$ cat src/rtl/video_write_sched.sv
`timescale 1ns/1ps
`default_nettype none
// +--------------------------------------------------------------------------+
// | video_write_sched: arbitrates the video FIFO write port between the PPU  |
// | pixel stream and a solid-colour fill engine, frame by frame.             |
// | Revision: 1.0                                                            |
// +--------------------------------------------------------------------------+
module video_write_sched #(
  parameter int H_PIX      = 256,
  parameter int V_LINES    = 240,
  parameter int FIFO_DEPTH = 512,
  parameter int HEADROOM   = 4
) (
  input  logic       cpu_clk,
  input  logic       reset,
  input  logic       ppu_valid,
  input  logic [5:0] ppu_code,
  output logic       ppu_ready,
  input  logic       fill_start,
  input  logic [5:0] fill_code,
  output logic       fill_busy,
  input  logic [9:0] fifo_level,
  output logic       fifo_write,
  output logic [5:0] fifo_din,
  output logic [7:0] pix_x,
  output logic [7:0] pix_y,
  output logic       frame_done
);

  localparam logic [9:0] WR_LIMIT = 10'(FIFO_DEPTH - HEADROOM);
  localparam logic [7:0] X_LAST   = 8'(H_PIX - 1);
  localparam logic [7:0] Y_LAST   = 8'(V_LINES - 1);

  typedef enum logic [1:0] {
    ST_IDLE   = 2'd0,
    ST_STREAM = 2'd1,
    ST_FILL   = 2'd2
  } state_t;

  state_t     state_q, state_d;
  logic       fill_pend_q, fill_pend_d;
  logic [5:0] fill_reg_q, fill_reg_d;
  logic [7:0] pix_x_q, pix_x_d;
  logic [7:0] pix_y_q, pix_y_d;
  logic       fifo_write_q, fifo_write_d;
  logic [5:0] fifo_din_q, fifo_din_d;
  logic       frame_done_q, frame_done_d;

  logic can_write;
  logic ppu_accept;
  logic fill_beat;
  logic advance;

  assign can_write = (fifo_level < WR_LIMIT);

  // A fill request arriving in IDLE already blocks the PPU so the fill wins the tie.
  assign ppu_ready = reset & can_write &
                     ((state_q == ST_STREAM) |
                      ((state_q == ST_IDLE) & ~fill_pend_q & ~fill_start));

  assign ppu_accept = ppu_valid & ppu_ready;
  assign fill_beat  = (state_q == ST_FILL) & can_write;
  assign advance    = ppu_accept | fill_beat;

  always_comb begin
    state_d      = state_q;
    fill_pend_d  = fill_pend_q;
    fill_reg_d   = fill_reg_q;
    pix_x_d      = pix_x_q;
    pix_y_d      = pix_y_q;
    fifo_write_d = advance;
    fifo_din_d   = fifo_din_q;
    frame_done_d = 1'b0;

    if (advance) begin
      fifo_din_d = ppu_accept ? ppu_code : fill_reg_q;
      if (state_q == ST_IDLE) begin
        state_d = ST_STREAM;
      end
      if (pix_x_q == X_LAST) begin
        pix_x_d = '0;
        if (pix_y_q == Y_LAST) begin
          pix_y_d      = '0;
          frame_done_d = 1'b1;
          state_d      = ST_IDLE;
        end else begin
          pix_y_d = pix_y_q + 8'd1;
        end
      end else begin
        pix_x_d = pix_x_q + 8'd1;
      end
    end else if ((state_q == ST_IDLE) && fill_pend_q) begin
      state_d     = ST_FILL;
      fill_pend_d = 1'b0;
    end

    // A new request always re-arms, even on the cycle the previous one is consumed.
    if (fill_start) begin
      fill_pend_d = 1'b1;
      fill_reg_d  = fill_code;
    end
  end

  always_ff @(posedge cpu_clk) begin
    if (!reset) begin
      state_q      <= ST_IDLE;
      fill_pend_q  <= 1'b0;
      fill_reg_q   <= '0;
      pix_x_q      <= '0;
      pix_y_q      <= '0;
      fifo_write_q <= 1'b0;
      fifo_din_q   <= '0;
      frame_done_q <= 1'b0;
    end else begin
      state_q      <= state_d;
      fill_pend_q  <= fill_pend_d;
      fill_reg_q   <= fill_reg_d;
      pix_x_q      <= pix_x_d;
      pix_y_q      <= pix_y_d;
      fifo_write_q <= fifo_write_d;
      fifo_din_q   <= fifo_din_d;
      frame_done_q <= frame_done_d;
    end
  end

  assign fill_busy  = fill_pend_q | (state_q == ST_FILL);
  assign fifo_write = fifo_write_q;
  assign fifo_din   = fifo_din_q;
  assign pix_x      = pix_x_q;
  assign pix_y      = pix_y_q;
  assign frame_done = frame_done_q;

endmodule
`default_nettype wire

$ cat config.mk
export PLATFORM = sky130hd
export DESIGN_NAME = video_write_sched
export DESIGN_NICKNAME = d
export VERILOG_FILES = /design/src/rtl/video_write_sched.sv
export SDC_FILE = /design/constraint.sdc
export NUM_CORES = 1
export LEC_CHECK = 0
export CAP_MARGIN = 20
export CORE_MARGIN = 2
export CORE_UTILIZATION = 35
export DETAILED_ROUTE_END_ITERATION = 8
export SYNTH_ARGS = -nofsm -noshare
export SYNTH_HDL_FRONTEND = slang
export SYNTH_SLANG_ARGS = --single-unit
$ cat constraint.sdc
create_clock -name cpu_clk -period 4.6 [get_ports cpu_clk]
set_clock_uncertainty 0.1 [all_clocks]
set_input_delay 0.92 -clock cpu_clk [delete_from_list [all_inputs] [get_ports cpu_clk]]
set_output_delay 0.92 -clock cpu_clk [all_outputs]
set_load 0.005 [all_outputs]
==> metrics, run 1 <==
status completed; Avg WL per Cell 15.23 um; Synth area leaders dfxtp_1 40%, mux2i_1 4.9%, o21ai_0 4.0%; antenna cell count 0; P_leak 0.7620 nW; GPL Wtd Cong 0.7306; Setup Buffers After CTS 0; hold_sp fill_reg_q[0]; Mapped Area 0.001642 mm^2; via density per instance 5.614; yosys warns 0; final hold slack 0.3879 ns; Clock Path Buffers 2; Max-slew headroom 40.40%; Tightest Pin Transition 0.8886 ns; Total GRT Usage 18.18%; EDFF count, synth 0; CP Launch Type input pin; synth cell count leaders 33 x dfxtp_1, 17 x nand2_1, 13 x o21ai_0; Yosys cell types 45; post-CTS sizing 0; ys async rst share 0%; synthesis-stage register bit count 33; Via Count 1,628; RSZ-0062 raised after global routing no; Yosys top cell by area dfxtp_1; Worst Path Arrival 2.65 ns; H-tree Lvls 2; clock slew at reported path FFs 0.06 ns; top cell type's share of synthesized area 40.24%; FMAX 272.7 MHz; cts bufs inserted 5; CP Cell Sequence clkdlybuf4s50_1, o21ba_1, nor4_1, clkdlybuf4s50_1; grt total ovfl 0; Final Hold Fails 0; worst hold path type flop to flop; 1st-pass router iterations 4; largest net degree at the start of global routing 26; ratio of cells with drive above 1 in the final layout 5.042%; Antenna Violating Nets Remaining 0; die area 0.005254 mm^2; most common cell in the synthesized netlist dfxtp_1; width of the die 72.49 um; Initial Utilization 36.94%; core footprint 0.004444 mm^2; minimum clock period 3.667 ns; Worst setup EP type primary output; Most Frequent Cell on Critical Path clkdlybuf4s50_1; syn_area_per_cell 8.640 um^2; Setup CP Type input pin to primary output; CP max stage delay 0.64 ns; hold bufs inserted after CTS 0; Synth Net Count 218; Slowest-stage cell, CP clkdlybuf4s50_1; die height 72.49 um; P&R area growth vs syn 36.20%; MaxCap Viol Count 0; Port Buf Inserts 49; Power Dens Cells 265.5 mW/mm^2; final WL 4.416 mm; initial antenna violation count 0; Remaining DRCs 0; Layout Nets 265; 1st-iter DRT viols 122; first-pass GRT wire length 7.548 mm; VDD IR max 0.0001278 V; Post-Syn Instances 190; Post-DP HPWL 2.992 mm; crit path from fill_start; CTS sink cnt 33; Clock Root Buffer clkbuf_8; CTS tree built; endpoints failing setup 0; Crit path required time 3.58 ns; Tcrit/Tclk final 79.72%; Max FO, Critical Path 8; # rows 24; sequential fraction of the synthesis area 40.24%; Reg2Reg Launch Point state_q[1]; final core occ 50.31%; CP bufs+invs 2; Sum Neg Setup Slack 0 ns; Crit path max-delay family buffers and inverters; ys flop type dfxtp_1; count of pins over their slew limit 0; Ports 52; worst skew pair latency 0.29 ns; vias in the first global route 1,585
## routing by layer
metal | wire length [um] | vias up | track usage (%) | part of all wire (%)
li1 | - | 820 | - | -
met1 | 2140 | 754 | 25.41 | 48
met2 | 1981 | 45 | 27.32 | 45
met3 | 215 | 9 | 4.306 | 4.9
met4 | 78 | 0 | 6.584 | 1.8
met5 | 0 | - | 0 | 0
## flip-flops by register name, indices dropped and copies added (netlist names)
register / cells
pix_x: 8
fill_pend_q: 1
fifo_write: 1
state_q: 2
fill_reg_q: 6
fifo_din: 6
frame_done: 1
pix_y: 8
## worst paths after layout
path	cells after the start	slack [ns]	to
worst max register to register	4	2.54	fifo_din[5]
worst max-delay path	4	0.93	ppu_ready
worst min-delay path	2	0.39	fifo_din[0]
worst min register to register	2	0.39	fifo_din[0]
## power breakdown
part | total [W] | switching, W | leakage [nW] | internal (W)
Sequential | 0.000300 | 0.00000594 | 0.268 | 0.000294
Combinational | 0.0000792 | 0.0000400 | 0.454 | 0.0000391
Clock | 0.000214 | 0.000107 | 0.0395 | 0.000108
## cell type report
cell class	count	area, um^2
Clock buffer	8	80.08
Sequential cell	33	660.6
Multi-Input combinational cell	140	898.4
Fill cell	476	2208
Tap cell	52	65.06
Timing Repair Buffer	52	513.0
Inverter	5	18.77
## logic make-up after synthesis
logic type	after synthesis	synth area share, %
compound gates	54	23.02
buf+inv	17	5.030
flops	33	40.24
simple gates	76	25.31
fa+ha+maj	2	1.524
mux	8	4.878
## worst reg2reg max path, cell delays in order, from the launching register on
cell      delay (ns)
dfxtp_1         0.40
nand2b_1        0.25
a211oi_1        0.81
nand2_1         0.12
a311oi_1        0.27
## stage by stage
stage	area [um^2]	setup WS, ns	std cells	total power (W)
floorplan	1642	1.740	190	0.0003455
global placement	2156	0.9021	282	0.0003857
detailed placement	2156	0.9068	282	0.0003861
CTS	2236	0.9035	290	0.0005991
global route	2236	0.8030	290	0.0006194
finish	2236	0.9327	290	0.0005936
## cell usage in the layout, fill, tap and decap left out, types with 2 or more instances in the layout
cell type,count
nand2_1,17
dfxtp_1,33
clkdlybuf4s50_1,49
a311oi_1,6
buf_4,3
ha_1,2
nor2_1,7
nor4_1,6
nand4_1,3
o21ai_1,2
clkbuf_1,3
o221a_2,4
and3_1,6
or4_1,3
o211ai_1,2
inv_1,4
a21oi_1,10
o21ai_0,13
a211oi_1,4
nand2b_1,5
nand3_1,7
nor3_1,10
nand4b_1,2
and4_1,3
o31ai_1,2
mux2i_1,8
clkbuf_8,5
Note: power is estimated with default switching activity, not from simulation.
==> run 2, diff against run 1 <==
clock period = 3.7 ns   (was 4.6 ns; I/O delays follow)
==> run 2 against run 1 <==
  * Clock power rose by 23%
  * Non-clock buffer count grew 3
  * Cell count grew 1.0%
  * Sequential power grew 24%
==> metrics, run 2 (synthesis gave the netlist of run 1 again) <==
status completed; Tightest Pin Transition 0.6820 ns; Tot Pwr 0.0007397 W; Post-DP HPWL 3.090 mm; Ports 52; CP Launch Type input pin; P_leak 0.7773 nW; ratio of cells with drive above 1 in the final layout 6.224%; fillers 468; Remaining DRCs 0; Tcrit/Tclk final 87.77%; vias in the first global route 1,483; Sum Neg Setup Slack 0 ns; worst skew pair latency 0.28 ns; antenna cell count 0; multi-input logic area 898.4 um^2; final WL 4.384 mm; Clock Root Buffer clkbuf_8; minimum clock period 3.248 ns; RSZ-0062 raised after global routing no; Worst setup EP type primary output; Port Buf Inserts 49; DP Area 0.002178 mm^2; CTS sink cnt 33; first-pass GRT wire length 7.238 mm; hold bufs inserted after CTS 0; Initial Utilization 36.94%; count of pins over their slew limit 0; cts bufs inserted 5; VDD IR max 0.0002115 V; largest net degree at the start of global routing 26; final core occ 50.82%; Setup Buffers After CTS 0; most frequent cells in the layout 49 x clkdlybuf4s50_1, 33 x dfxtp_1, 17 x nand2_1; Avg WL per Cell 14.96 um; grt total ovfl 0; endpoints failing setup 0; Worst Path Arrival 2.41 ns; die area 0.005254 mm^2; Max-slew headroom 54.26%; 1st-iter DRT viols 104; Total GRT Usage 17.79%; Reg area 660.6 um^2; H-tree Lvls 2; Power Dens Cells 327.5 mW/mm^2; Antenna Violating Nets Remaining 0; MaxCap Viol Count 0; CTS tree built; FMAX 307.9 MHz; post-CTS sizing 0; Final Hold Fails 0; die height 72.49 um; GPL Wtd Cong 0.8017; initial antenna violation count 0; width of the die 72.49 um; # rows 24; most common cell after layout, fill and taps aside clkdlybuf4s50_1; Setup CP Type input pin to primary output; post-route cell area 0.002258 mm^2; 1st-pass router iterations 4; via density per instance 5.710; core footprint 0.004444 mm^2; worst hold path type flop to flop; P&R area growth vs syn 37.58%; Via Count 1,673; Crit path required time 2.86 ns; Clock Path Buffers 2; Max FO, Critical Path 5; clock slew at reported path FFs 0.07 ns; Layout Nets 268
## run 2: cell types whose count changed in the layout (fill, tap and decap cells not counted)
cell   before  now
buf_4       3    6
## run 2: area by class of cell
cell class | instances | share of cell area, %
multi-input cells | 140 | 39.78
flip-flops and latches | 33 | 29.25
repair buffers | 55 | 23.71
clock buffers | 8 | 3.546
well taps | 52 | 2.881
inverters | 5 | 0.8310
## run 2: critical path, cell delays in order
cell and delay [ns]:
clkdlybuf4s50_1 0.39, and3_1 0.23, a21o_1 0.20, nor4_1 0.26, clkdlybuf4s50_1 0.58
## run 2: path summary, 6_finish.rpt
path	from	end	slack, ns	cells past startpoint
worst max-delay path	fifo_level[7]	ppu_ready	0.45	5
worst min-delay path	fill_reg_q[2]	fifo_din[2]	0.39	2
worst max register to register	state_q[0]	pix_y[5]	1.76	4
worst min register to register	fill_reg_q[2]	fifo_din[2]	0.39	2
## run 2: where the power goes
group          switching, W  internal (W)  total [W]  leakage [nW]
Combinational     0.0000500     0.0000518   0.000102         0.470
Clock              0.000131      0.000134   0.000264        0.0395
Sequential       0.00000742      0.000366   0.000373         0.268
## run 2: routing by layer
metal  track usage, %  part of all wire [%]  routed length, um
met4            6.173                   1.2                 53
met5                0                     0                  0
met2            26.30                    46               2038
met3            4.444                   5.7                251
met1            25.19                    47               2041
## run 2: per-stage QoR
step                      hold slack (ns)  cells  setup WS, ns
after global routing               0.4053    293        0.3815
after CTS                          0.3861    293        0.4357
after detailed placement           0.3760    285        0.4781
after global placement             0.3725    285        0.4995
final                              0.3855    293        0.4525
after floorplan                    0.3570    190         1.200
==> run 3, diff against run 2 <==
PLACE_DENSITY = 0.61   (was default)
RECOVER_POWER = 100   (was default)
==> run 3 against run 2 <==
  * Sequential power hardly changed
  * Power is 3.9% higher
  * Cell count stayed put
  * Critical endpoint unchanged
==> metrics, run 3 (synthesis gave the netlist of run 1 again) <==
status completed; vias in the first global route 1,515; GPL Wtd Cong 0.8105; 1st-pass router iterations 4; # rows 24; post-CTS sizing 0; final WL 4.362 mm; minimum clock period 3.277 ns; Max-slew headroom 50.64%; die height 72.49 um; cts bufs inserted 5; final core occ 51.04%; Setup Buffers After CTS 0; Reg2Reg Setup Slack 1.72 ns; ratio of cells with drive above 1 in the final layout 6.224%; RSZ-0062 raised after global routing no; Antenna Violating Nets Remaining 0; count of pins over their slew limit 0; Clock Root Buffer clkbuf_8; non-filler instance count after layout 293; hold bufs inserted after CTS 0; Ports 52; P&R area growth vs syn 38.19%; Avg WL per Cell 14.89 um; Clock Path Buffers 2; Setup WS post-layout 0.4234 ns; Layout Nets 268; first-pass GRT wire length 7.231 mm; reg2reg end pix_y[7]; Tcrit/Tclk final 88.56%; Inst Count DP 285; worst skew pair latency 0.28 ns; largest net degree at the start of global routing 26; CTS sink cnt 33; Initial Utilization 36.94%; MaxCap Viol Count 0; Port Buf Inserts 49; Worst Path Arrival 2.44 ns; Post-DP HPWL 3.095 mm; most frequent cells in the layout 33 x dfxtp_1, 28 x dlygate4sd3_1, 21 x clkdlybuf4s50_1; via density per instance 5.662; Reg2Reg Launch Point pix_x[0]; reg2reg path depth 5; most common cell after layout, fill and taps aside dfxtp_1; CTS tree built; grt total ovfl 0; initial antenna violation count 0; antenna cell count 0; endpoints failing setup 0; core footprint 0.004444 mm^2; Via Count 1,659; Remaining DRCs 0; Crit path required time 2.86 ns; clock slew at reported path FFs 0.07 ns; crit path from fifo_level[3]; crit path capture ppu_ready; CP Launch Type input pin; width of the die 72.49 um; 1st-iter DRT viols 104; Final Hold Fails 0; Sum Neg Setup Slack 0 ns; FMAX 305.2 MHz; Tightest Pin Transition 0.7360 ns; Worst setup EP type primary output; VDD IR max 0.0001633 V; Setup CP Type input pin to primary output; H-tree Lvls 2; Max FO, Critical Path 5; Power Dens Cells 338.7 mW/mm^2; die area 0.005254 mm^2; Total GRT Usage 17.68%; pre-CTS setup slack 0.4385 ns; worst hold path type flop to flop; P_leak 0.8681 nW
[run 3: worst max-delay path, stage by stage]
cell             delay, ns
clkdlybuf4s50_1       0.39
and4_1                0.26
a21o_1                0.19
nor4_1                0.23
dlygate4sd3_1         0.63
[run 3: how the worst min path moves through the flow]
stage / startpoint / end / slack, ns / cells after the start
after detailed placement: fill_reg_q[5] / fifo_din[5] / 0.38 / 2
after global placement: fill_reg_q[4] / fill_reg_q[4] / 0.37 / 2
final: fill_reg_q[5] / fifo_din[5] / 0.38 / 2
after CTS: fill_reg_q[5] / fifo_din[5] / 0.39 / 2
after floorplan: fill_reg_q[0] / fifo_din[0] / 0.36 / 2
after global routing: fill_reg_q[0] / fifo_din[0] / 0.41 / 2
[run 3: power breakdown]
group          internal (W)  switching, W
Sequential         0.000366    0.00000711
Combinational     0.0000467     0.0000495
Clock              0.000168      0.000131
Total              0.000581      0.000188
[run 3: cell type report]
class | count | area (um^2)
Clock buffer | 7 | 96.34
Clock inverter | 1 | 5.005
Fill cell | 443 | 2176
Inverter | 5 | 18.77
Multi-Input combinational cell | 140 | 898.4
Sequential cell | 33 | 660.6
Tap cell | 52 | 65.06
Timing Repair Buffer | 55 | 524.3
[run 3: layer usage]
metal  global-route usage [%]  share of wire [%]  vias up
met3                    4.861                4.8        6
li1                         -                  -      829
met2                    27.62                 47       46
met4                    5.556                1.3        0
met1                    23.78                 47      778
met5                        0                  0        -
[run 3: per-stage QoR]
step	hold slack (ns)	power [W]	area [um^2]
2_1_floorplan	0.3570	0.0004295	1642
3_3_place_gp	0.3735	0.0004835	2178
3_5_place_dp	0.3758	0.0004837	2178
4_1_cts	0.3863	0.0007893	2280
5_1_grt	0.4131	0.0008092	2268
6_report	0.3825	0.0007684	2268
